===== src/rtl/add8_reg_pkg.sv =====
// Shared constants for the registered adder slice.
package add8_reg_pkg;
  localparam int unsigned ADD_W = 8;
endpackage


===== src/rtl/add8_reg_full_adder_cell.sv =====
// Single-bit full adder; rippled by add8_reg to form the carry chain.
module full_adder_cell (
  input  logic a,
  input  logic b,
  input  logic ci,
  output logic s,
  output logic co
);
  logic p;

  assign p  = a ^ b;
  assign s  = p ^ ci;
  assign co = (a & b) | (ci & p);
endmodule


===== src/rtl/add8_reg.sv =====
// Registered ripple-carry adder with carry-in; sum, carry, signed overflow and
// zero flags are captured one cycle after in_valid and qualified by out_valid.
module add8_reg
  import add8_reg_pkg::*;
#(
  parameter int unsigned WIDTH = ADD_W
) (
  input  logic             clk,
  input  logic             rst,
  input  logic             in_valid,
  input  logic [WIDTH-1:0] a,
  input  logic [WIDTH-1:0] b,
  input  logic             cin,
  output logic [WIDTH-1:0] sum,
  output logic             cout,
  output logic             overflow,
  output logic             zero,
  output logic             out_valid
);
  logic [WIDTH:0]   carry;
  logic [WIDTH-1:0] sum_c;
  logic             overflow_c;
  logic             zero_c;

  assign carry[0] = cin;

  for (genvar i = 0; i < WIDTH; i++) begin : g_chain
    full_adder_cell u_fa (
      .a  (a[i]),
      .b  (b[i]),
      .ci (carry[i]),
      .s  (sum_c[i]),
      .co (carry[i+1])
    );
  end

  // Overflow: like-signed operands producing a result of the other sign.
  always_comb begin
    overflow_c = (a[WIDTH-1] == b[WIDTH-1]) && (sum_c[WIDTH-1] != a[WIDTH-1]);
    zero_c     = (sum_c == '0);
  end

  always_ff @(posedge clk) begin
    if (rst) begin
      sum       <= '0;
      cout      <= 1'b0;
      overflow  <= 1'b0;
      zero      <= 1'b0;
      out_valid <= 1'b0;
    end else begin
      out_valid <= in_valid;
      if (in_valid) begin
        sum      <= sum_c;
        cout     <= carry[WIDTH];
        overflow <= overflow_c;
        zero     <= zero_c;
      end
    end
  end
endmodule


===== config.mk =====
export PLATFORM = sky130hd
export DESIGN_NAME = add8_reg
export DESIGN_NICKNAME = d
export VERILOG_FILES = /design/src/rtl/add8_reg_pkg.sv /design/src/rtl/add8_reg_full_adder_cell.sv /design/src/rtl/add8_reg.sv
export SDC_FILE = /design/constraint.sdc
export NUM_CORES = 1
export LEC_CHECK = 0
export ABC_AREA = 1
export BUFFER_PORTS_ARGS = -buffer_cell sky130_fd_sc_hd__clkbuf_2
export CAP_MARGIN = 0
export CORE_MARGIN = 8
export CORE_UTILIZATION = 47
export DETAILED_ROUTE_END_ITERATION = 7
export HOLD_SLACK_MARGIN = 0.06
export PLACE_DENSITY = 0.81
export SLEW_MARGIN = 10
export SYNTH_ARGS = -nofsm -noshare
export SYNTH_HDL_FRONTEND = slang
export SYNTH_HIERARCHICAL = 1
export SYNTH_SLANG_ARGS = --single-unit

===== constraint.sdc =====
create_clock -name clk -period 11.01 [get_ports clk]
set_input_delay 2.202 -clock clk [delete_from_list [all_inputs] [get_ports clk]]
set_output_delay 2.202 -clock clk [all_outputs]
set_load 0.01 [all_outputs]

## Yosys cells after proc, flatten, opt, wreduce, memory -nomap -nowiden

Cells that the tools add are included.

- Add/sub/neg operators: 0
- Multipliers: 0
- Divide/modulo/power cells: 0
- $lt $le $gt $ge: 0
- Equality and inequality tests: 2
- Shift operators: 0
- Muxes and demuxes: 0
- Bitwise gates (word level): 40
- Reductions and logical operators: 2

Operator list:

| operator | number |
|---|---|
| 1-bit AND | 16 |
| 1-bit XOR | 16 |
| 8-bit zero test | 1 |
| 1-bit bitwise OR | 8 |
| 1-bit equality test | 1 |
| 1-bit logical AND | 1 |
| 1-bit inequality test | 1 |

- Bits in registers: 12
- Latch bits: 0
- Memory bits (writable): 0
- Bits in read-only memories: 0
- Input port bits: 20
- Output and inout port bits: 12
- Logic and storage cells: 49
- Memories: 0

## Depth between registers and ports, before layout

Gate-level depths: netlist of run 1.

- Word-level depth: 18
- Depth in mapped cells: 13
- Depth with buffers taken out: 13

## Cells and area by module

Netlist of run 1, hierarchy kept.

By module, submodules not included:

| module | instances | cells an instance | area an instance (um^2) | seq. area each (um^2) |
|---|---|---|---|---|
| add8_reg | 1 | 60 | 519.2 | 240.2 |
| full_adder_cell | 8 | 1 | 20.0 | 0.0 |

## Least setup slack after synthesis of run 1

OpenSTA, ideal clock, no wires.

- Path kind: input -> register
- Start point: in a[0]
- End point: reg overflow
- Library setup time: 0.066 ns
- Arrival time: 5.752 ns
- Data required time: 10.944 ns
- Slack: 5.192 ns
- Stages: 12
- Path buffers: 0
- Cells stage by stage: fa_1 > fa_1 > fa_1 > fa_1 > fa_1 > fa_1 > fa_1 > fa_1 > inv_1 > o21bai_1 > nand3_2 > a21oi_2

- Word-level cells in the longest chain between the ends: 18
- Elaborated cells on any way between the ends: 19
- Those cells by class: eq/ne (1); bitwise (17); reduce/logical (1)

Ends and longest elaborated chain:

| element | RTL line | source |
|---|---|---|
| start: declaration | add8_reg.sv:11 | `input logic [WIDTH-1:0] a,` |
| 1-bit XOR | add8_reg_full_adder_cell.sv:11 | `assign p = a ^ b;` |
| 1-bit AND | add8_reg_full_adder_cell.sv:13 | `assign co = (a & b) \| (ci & p);` |
| 1-bit bitwise OR (*) | add8_reg_full_adder_cell.sv:13 |  |
| 1-bit AND (*) | add8_reg_full_adder_cell.sv:13 |  |
| 1-bit bitwise OR (*) | add8_reg_full_adder_cell.sv:13 |  |
| named net carry[2] | add8_reg.sv:20 | `logic [WIDTH:0] carry;` |
| 1-bit AND (*) | add8_reg_full_adder_cell.sv:13 |  |
| 1-bit bitwise OR (*) | add8_reg_full_adder_cell.sv:13 |  |
| named net carry[3] | add8_reg.sv:20 |  |
| [... 2 more ...] | n/a |  |
| named net carry[4] | add8_reg.sv:20 |  |
| [... 2 more ...] | n/a |  |
| named net carry[5] | add8_reg.sv:20 |  |
| [... 2 more ...] | n/a |  |
| named net carry[6] | add8_reg.sv:20 |  |
| 1-bit AND (*) | add8_reg_full_adder_cell.sv:13 |  |
| 1-bit bitwise OR (*) | add8_reg_full_adder_cell.sv:13 |  |
| named net carry[7] | add8_reg.sv:20 |  |
| 1-bit XOR (*) | add8_reg_full_adder_cell.sv:12 | `assign s = p ^ ci;` |
| named net sum_c[7] | add8_reg.sv:21 | `logic [WIDTH-1:0] sum_c;` |
| 1-bit inequality test (*) | add8_reg.sv:39 | `overflow_c = (a[WIDTH-1] == b[WIDTH-1]) && (sum_c[WIDTH-1] != a[WIDTH-1]);` |
| 1-bit logical AND (*) | add8_reg.sv:39 |  |
| end signal: assignment | add8_reg.sv:55 | `overflow <= overflow_c;` |
| end: declaration | add8_reg.sv:16 | `output logic overflow,` |

The timed path passes the listed nets; every way through them passes the cells marked *.
A chain may end at the register's enable or synchronous reset.

## Worst setup path after layout of run 1

- Start point: in a[0]
- End point: reg overflow

- Word-level cells in the longest chain between the ends: 18
- Elaborated cells on any way between the ends: 19
- Those cells by class: eq/ne (1); bitwise (17); reduce/logical (1)

Ends and longest elaborated chain:

| element | RTL line |
|---|---|
| 1-bit XOR | add8_reg_full_adder_cell.sv:11 |
| 1-bit AND | add8_reg_full_adder_cell.sv:13 |
| 1-bit bitwise OR (*) | add8_reg_full_adder_cell.sv:13 |
| named net carry[1] | add8_reg.sv:20 |
| 1-bit AND (*) | add8_reg_full_adder_cell.sv:13 |
| 1-bit bitwise OR (*) | add8_reg_full_adder_cell.sv:13 |
| named net carry[2] | add8_reg.sv:20 |
| 1-bit AND (*) | add8_reg_full_adder_cell.sv:13 |
| [... 1 more ...] | n/a |
| named net carry[3] | add8_reg.sv:20 |
| [... 2 more ...] | n/a |
| named net carry[4] | add8_reg.sv:20 |
| [... 2 more ...] | n/a |
| named net carry[5] | add8_reg.sv:20 |
| [... 2 more ...] | n/a |
| named net carry[6] | add8_reg.sv:20 |
| 1-bit AND (*) | add8_reg_full_adder_cell.sv:13 |
| 1-bit bitwise OR (*) | add8_reg_full_adder_cell.sv:13 |
| named net carry[7] | add8_reg.sv:20 |
| 1-bit XOR (*) | add8_reg_full_adder_cell.sv:12 |
| named net sum_c[7] | add8_reg.sv:21 |
| 1-bit inequality test (*) | add8_reg.sv:39 |
| 1-bit logical AND (*) | add8_reg.sv:39 |

Marked as above.

==> results_dict.tcl, run 1 <==
set metrics [dict create \
    final_nets 129 \
    finalCritPeriodShare_pct 52.4 \
    critical_path.most_common_cell "fa_1" \
    cp-start-kind "primary input" \
    yosysTopAreaCell "dfxtp_1" \
    yosysWarnings 6 \
    ys_ff_latch 12 \
    instances_no_fill 115 \
    first_pass_iters 4 \
    io_buffers 31 \
    peakVddDrop_v 0.0000764 \
    rsz0062_at_grt "false" \
    path_max_fanout 3 \
    cts_tree "yes" \
    grt_pass1_wl_um 2460 \
    cp-end-kind "flip-flop" \
    diodes 0 \
    critical_path_buf_inv_count 2 \
    drv_slew 0 \
    critical_path_required_ns 11.23 \
    die_y_um 54.0 \
    drtIter0Drc 8 \
    max-slew-margin-rel_pct 73.8 \
    synth_most_common_cell "nand2_1" \
    tightest_slew_ns 0.394 \
    clockBufferDepth 2 \
    numCtsBuffers 3 \
    overflow 0 \
    yosys.cell_types.count 15 \
    hold_viol_final 0 \
    yosysSeqAreaShare_pct 35.4 \
    dp.cells 111 \
    hold_buffers 0 \
    grt_pass1_vias 596 \
    drv_cap 0 \
    critPathMaxStageDelay_ns 0.49 \
    fp.coreArea_um2 1330 \
    crit_type "primary input to flip-flop" \
    wl_um 1540 \
    vias 562 \
    synth.avg_cell_area_um2 9.99 \
    htree_levels 1 \
    synthCells 68 \
    powerDensity_nw_per_um2 134 \
    min_path_type "flip-flop to flip-flop" \
    tns_ns 0 \
    fin_crit_ns 5.77 \
    synth_fp_nets 96 \
    start_util_pct 50.9 \
    ys_async_sr_fraction_pct 0 \
    fillCellCount 125 \
    drc 0 \
    power_leakage_nw 0.414 \
    ioPinCount 32 \
    cts.clk_slew.worst_paths_ns 0.07 \
    synth_top_area_share_pct 35.4 \
    globalplace.congestion 0.737 \
    grt_max_degree 18 \
    cts_sinks 12 \
    setup_viol 0 \
    status "finished clean" \
    antenna_found_initial 0 \
    layout-drive-gt1-share_pct 44.0 \
    avgViaCountPerCell 4.89 \
    fmax_mhz 173 \
    die_area_um2 2920 \
    ys_top_cells_by_area "dfxtp_1 (35%), fa_1 (24%), a211oi_2 (9.2%)" \
    cts-root-buf "clkbuf_4" \
    area_growth_pct 25.6 \
    clock_latency_ns 0.28 \
    synth_common_cells "nand2_1 (14), dfxtp_1 (12), nor2_1 (10), fa_1 (8), inv_1 (7)" \
    ant_nets 0 \
    cp_top_family "adder cells" \
    cts_resized 0 \
    syn_area_um2 679 \
    routedWlPerCell_um 13.3 \
    dp_hpwl_um 1250 \
    fp.dieW_um 54.0 \
    gr-usage-all-layers_pct 11.6 \
    skew_ns 0 \
    cp.arrival_ns 5.99 \
    synth_ff_type "dfxtp_1" \
    synth_edf_count 0 \
    utilization_pct 64.0 \
    cts_setup_buffers 0 \
    path_cells "clkbuf_2 > fa_1 > fa_1 > fa_1 > fa_1 > fa_1 > fa_1 > fa_1 > fa_1 > inv_1 > o21bai_1 > nand3_2 > a21oi_2" \
    crit_path_top_delay_cell "fa_1" \
    rows 13 \
]
[flip-flops by register name, indices dropped and copies added (netlist names)]
| register | flops |
|---|---|
| overflow | 1 |
| cout | 1 |
| out_valid | 1 |
| zero | 1 |
| sum | 8 |
[cell type report]
cell class | count | area [um2] | share of cell area [%]
tap | 15 | 18.8 | 2.20
sequential | 12 | 240 | 28.2
timing repair buffer | 31 | 155 | 18.2
inverter | 7 | 26.3 | 3.08
multi-input combinational | 46 | 377 | 44.1
clock buffer | 4 | 36.3 | 4.25
[worst reg2reg max path, stage by stage, from the launching register on]
cell and delay (ns):
dfxtp_1 0.34, nor2_1 0.06, a211oi_2 0.20
[power breakdown]
group / total (mW) / internal (mW) / switching (mW)
registers: 0.0487 / 0.0469 / 0.00177
clock network: 0.0361 / 0.0201 / 0.0160
logic: 0.0299 / 0.0127 / 0.0172
[path summary, 6_finish.rpt]
kind | from | end | slack [ns] | cells past startpoint
worst min-delay path | sum[1]$_SDFFE_PP0P_ | sum[1]$_SDFFE_PP0P_ | 0.46 | 2
worst min register to register | sum[1]$_SDFFE_PP0P_ | sum[1]$_SDFFE_PP0P_ | 0.46 | 2
worst max-delay path | a[0] | overflow$_SDFFE_PP0P_ | 5.24 | 13
worst max register to register | sum[3]$_SDFFE_PP0P_ | sum[3]$_SDFFE_PP0P_ | 10.33 | 2
[cells in the final DEF (no fill, tap or decap), drive strengths merged]
master / count
inv: 7
nand2: 15
nand3: 1
dfxtp: 12
a21oi: 5
nor2: 10
clkbuf: 35
fa: 8
nor3b: 1
o21bai: 1
a211oi: 5
[cells by family after synthesis]
| family | synth area share (%) |
|---|---|
| AND/OR/NAND/NOR | 16.8 |
| AO/OA/AOI/OAI | 15.1 |
| buffers and inverters | 9.21 |
| adder cells (fa/ha/maj) | 23.6 |
| flip-flops | 35.4 |
[through the flow]
step / worst slack (ns) / hold WS [ns] / total power [mW] / cell area, um2
global route: 5.09 / 0.492 / 0.122 / 853
CTS: 5.21 / 0.470 / 0.116 / 853
detailed placement: 4.92 / 0.458 / 0.0799 / 817
finish: 5.24 / 0.464 / 0.115 / 853
floorplan: 5.19 / 0.484 / 0.0692 / 679
global placement: 5.02 / 0.450 / 0.0785 / 817
[per-layer routing]
metal  vias to the layer above  GRT usage, %  part of all wire, %
met3                         2          4.68                  9.4
met1                       261          11.4                   38
met2                        21          21.0                   51
li1                        278             -                    -
met5                         -             0                    0
met4                         0          4.92                  1.1
Power figures use the tool's default switching activity.
==> inputs of run 2 (changes only) <==
--- a/config.mk
+++ b/config.mk
@@ -9,10 +9,10 @@
 export BUFFER_PORTS_ARGS = -buffer_cell sky130_fd_sc_hd__clkbuf_2
 export CAP_MARGIN = 0
 export CORE_MARGIN = 8
-export CORE_UTILIZATION = 47
+export CORE_UTILIZATION = 44
 export DETAILED_ROUTE_END_ITERATION = 7
 export HOLD_SLACK_MARGIN = 0.06
-export PLACE_DENSITY = 0.81
+export PLACE_DENSITY = 0.76
 export SLEW_MARGIN = 10
 export SYNTH_ARGS = -nofsm -noshare
 export SYNTH_HDL_FRONTEND = slang
==> constraint.sdc (replaced) <==
create_clock -name clk -period 5.6 [get_ports clk]
set_input_delay 1.12 -clock clk [delete_from_list [all_inputs] [get_ports clk]]
set_output_delay 1.12 -clock clk [all_outputs]
set_load 0.01 [all_outputs]
==> run 2 against run 1 <==
Total power grew 94%. Final area grew 0.15%. Clock power increased by 91%. Clock skew is the same. Utilization fell by 5.9 points. Largest cell class unchanged. Non-clock buffer count unchanged.
==> results_dict.tcl, run 2 (synthesis gave the netlist of run 1 again) <==
set metrics [dict create \
    critPathMaxStageDelay_ns 0.43 \
    critical_path_required_ns 5.80 \
    ant_nets 0 \
    avgViaCountPerCell 4.90 \
    cp.arrival_ns 4.88 \
    drv_slew 0 \
    setup_viol 0 \
    fp.dieW_um 55.3 \
    r2r_end "sum[6]$_SDFFE_PP0P_" \
    dp_slack_ns 0.636 \
    drv_cap 0 \
    cts_resized 0 \
    die_y_um 55.3 \
    final_cell_mix "clkbuf_2 (31), nand2_1 (14), dfxtp_1 (12), nor2_1 (10), fa_1 (8)" \
    path_max_fanout 3 \
    top_register "sum" \
    cts-root-buf "clkbuf_4" \
    hold_buffers 0 \
    largest_reg_flops 8 \
    layout-drive-gt1-share_pct 44.0 \
    critical_path_buf_inv_count 2 \
    area_growth_pct 25.8 \
    vias 568 \
    fp.coreArea_um2 1470 \
    ioPinCount 32 \
    diodes 0 \
    min_path_type "flip-flop to flip-flop" \
    tightest_slew_ns 0.397 \
    gr-usage-all-layers_pct 9.58 \
    first_pass_iters 4 \
    utilization_pct 58.1 \
    grt_pass1_vias 604 \
    tns_ns 0 \
    grt_pass1_wl_um 2490 \
    io_buffers 31 \
    clock_latency_ns 0.26 \
    dp_hpwl_um 1240 \
    whs_path_depth 2 \
    fin_ws_ns 0.919 \
    power_leakage_nw 0.414 \
    skew_ns 0 \
    drc 0 \
    crit_type "primary input to flip-flop" \
    r2r-start "sum[6]$_SDFFE_PP0P_" \
    worstHoldStart "sum[0]$_SDFFE_PP0P_" \
    fin_crit_ns 4.68 \
    whs_endpoint "sum[0]$_SDFFE_PP0P_" \
    status "finished clean" \
    cp-end-kind "flip-flop" \
    cts_setup_buffers 0 \
    fmax_mhz 214 \
    cts.clk_slew.worst_paths_ns 0.07 \
    r2r_cells 2 \
    clockBufferDepth 2 \
    numCtsBuffers 3 \
    cts_sinks 12 \
    final_nets 129 \
    powerDensity_nw_per_um2 260 \
    peakVddDrop_v 0.000137 \
    globalplace.congestion 0.743 \
    grt_max_degree 18 \
    crit_path_top_delay_cell "fa_1" \
    routedWlPerCell_um 12.6 \
    antenna_found_initial 0 \
    cts_tree "yes" \
    start_util_pct 46.2 \
    finalCritPeriodShare_pct 83.6 \
    cp_top_family "adder cells" \
    wl_um 1460 \
    overflow 0 \
    rsz0062_at_grt "false" \
    hold_viol_final 0 \
    path_cells "clkbuf_2 > fa_1 > fa_1 > fa_1 > fa_1 > fa_1 > fa_1 > fa_1 > fa_1 > inv_1 > nand2_2 > nor2_1 > nand2_1 > a21oi_2" \
    ff2ff_setup_slack_ns 4.97 \
    cp-start-kind "primary input" \
    critical_path.most_common_cell "fa_1" \
    max-slew-margin-rel_pct 73.5 \
    rows 14 \
    final_common_cell "clkbuf_2" \
    drtIter0Drc 6 \
    die_area_um2 3060 \
    htree_levels 1 \
]
run 2: cell counts in the layout (fill, tap and decap cells not counted):
No cell type changed its count.
run 2: through the flow:
stage               std cells  total power [mW]  hold slack [ns]  instance area [um2]
finish                    116             0.223            0.466                  855
global route              116             0.237            0.489                  855
CTS                       116             0.227            0.471                  855
detailed placement        112             0.157            0.460                  818
global placement          112             0.155            0.450                  818
floorplan                  68             0.136            0.484                  679
run 2: worst reg2reg max path, cell delays in order, from the launching register on:
cell and delay [ns]:
dfxtp_1 0.35, nor2_1 0.05, a211oi_2 0.15
run 2: metal layers:
metal | track usage [%] | vias to the layer above | share of wire, % | routed length [um]
met5 | 0 | - | 0 | 0
met4 | 3.17 | 0 | 0.55 | 8
met3 | 4.11 | 2 | 4.5 | 65
met2 | 17.8 | 14 | 55 | 804
met1 | 9.10 | 271 | 40 | 579
li1 | - | 281 | - | -
run 2: cell type report:
type	instances	area, um2
clock buffers	4	36.3
repair buffers	31	155
fillers	163	617
flip-flops and latches	12	240
well taps	16	20.0
multi-input cells	46	377
inverters	7	26.3
run 2: how the worst max path moves through the flow:
stage | startpoint | end | slack [ns] | depth (start not counted)
finish | a[0] | zero$_SDFFE_PP0P_ | 0.92 | 14
global route | a[0] | zero$_SDFFE_PP0P_ | 0.75 | 14
CTS | a[0] | zero$_SDFFE_PP0P_ | 0.91 | 14
detailed placement | a[0] | overflow$_SDFFE_PP0P_ | 0.64 | 13
global placement | a[0] | overflow$_SDFFE_PP0P_ | 0.68 | 13
floorplan | a[0] | overflow$_SDFFE_PP0P_ | 0.86 | 12
run 2: where the power goes:
group          total (mW)  switching (mW)  internal, mW
clock network      0.0689          0.0294        0.0395
registers          0.0956         0.00334        0.0923
logic              0.0581          0.0333        0.0248
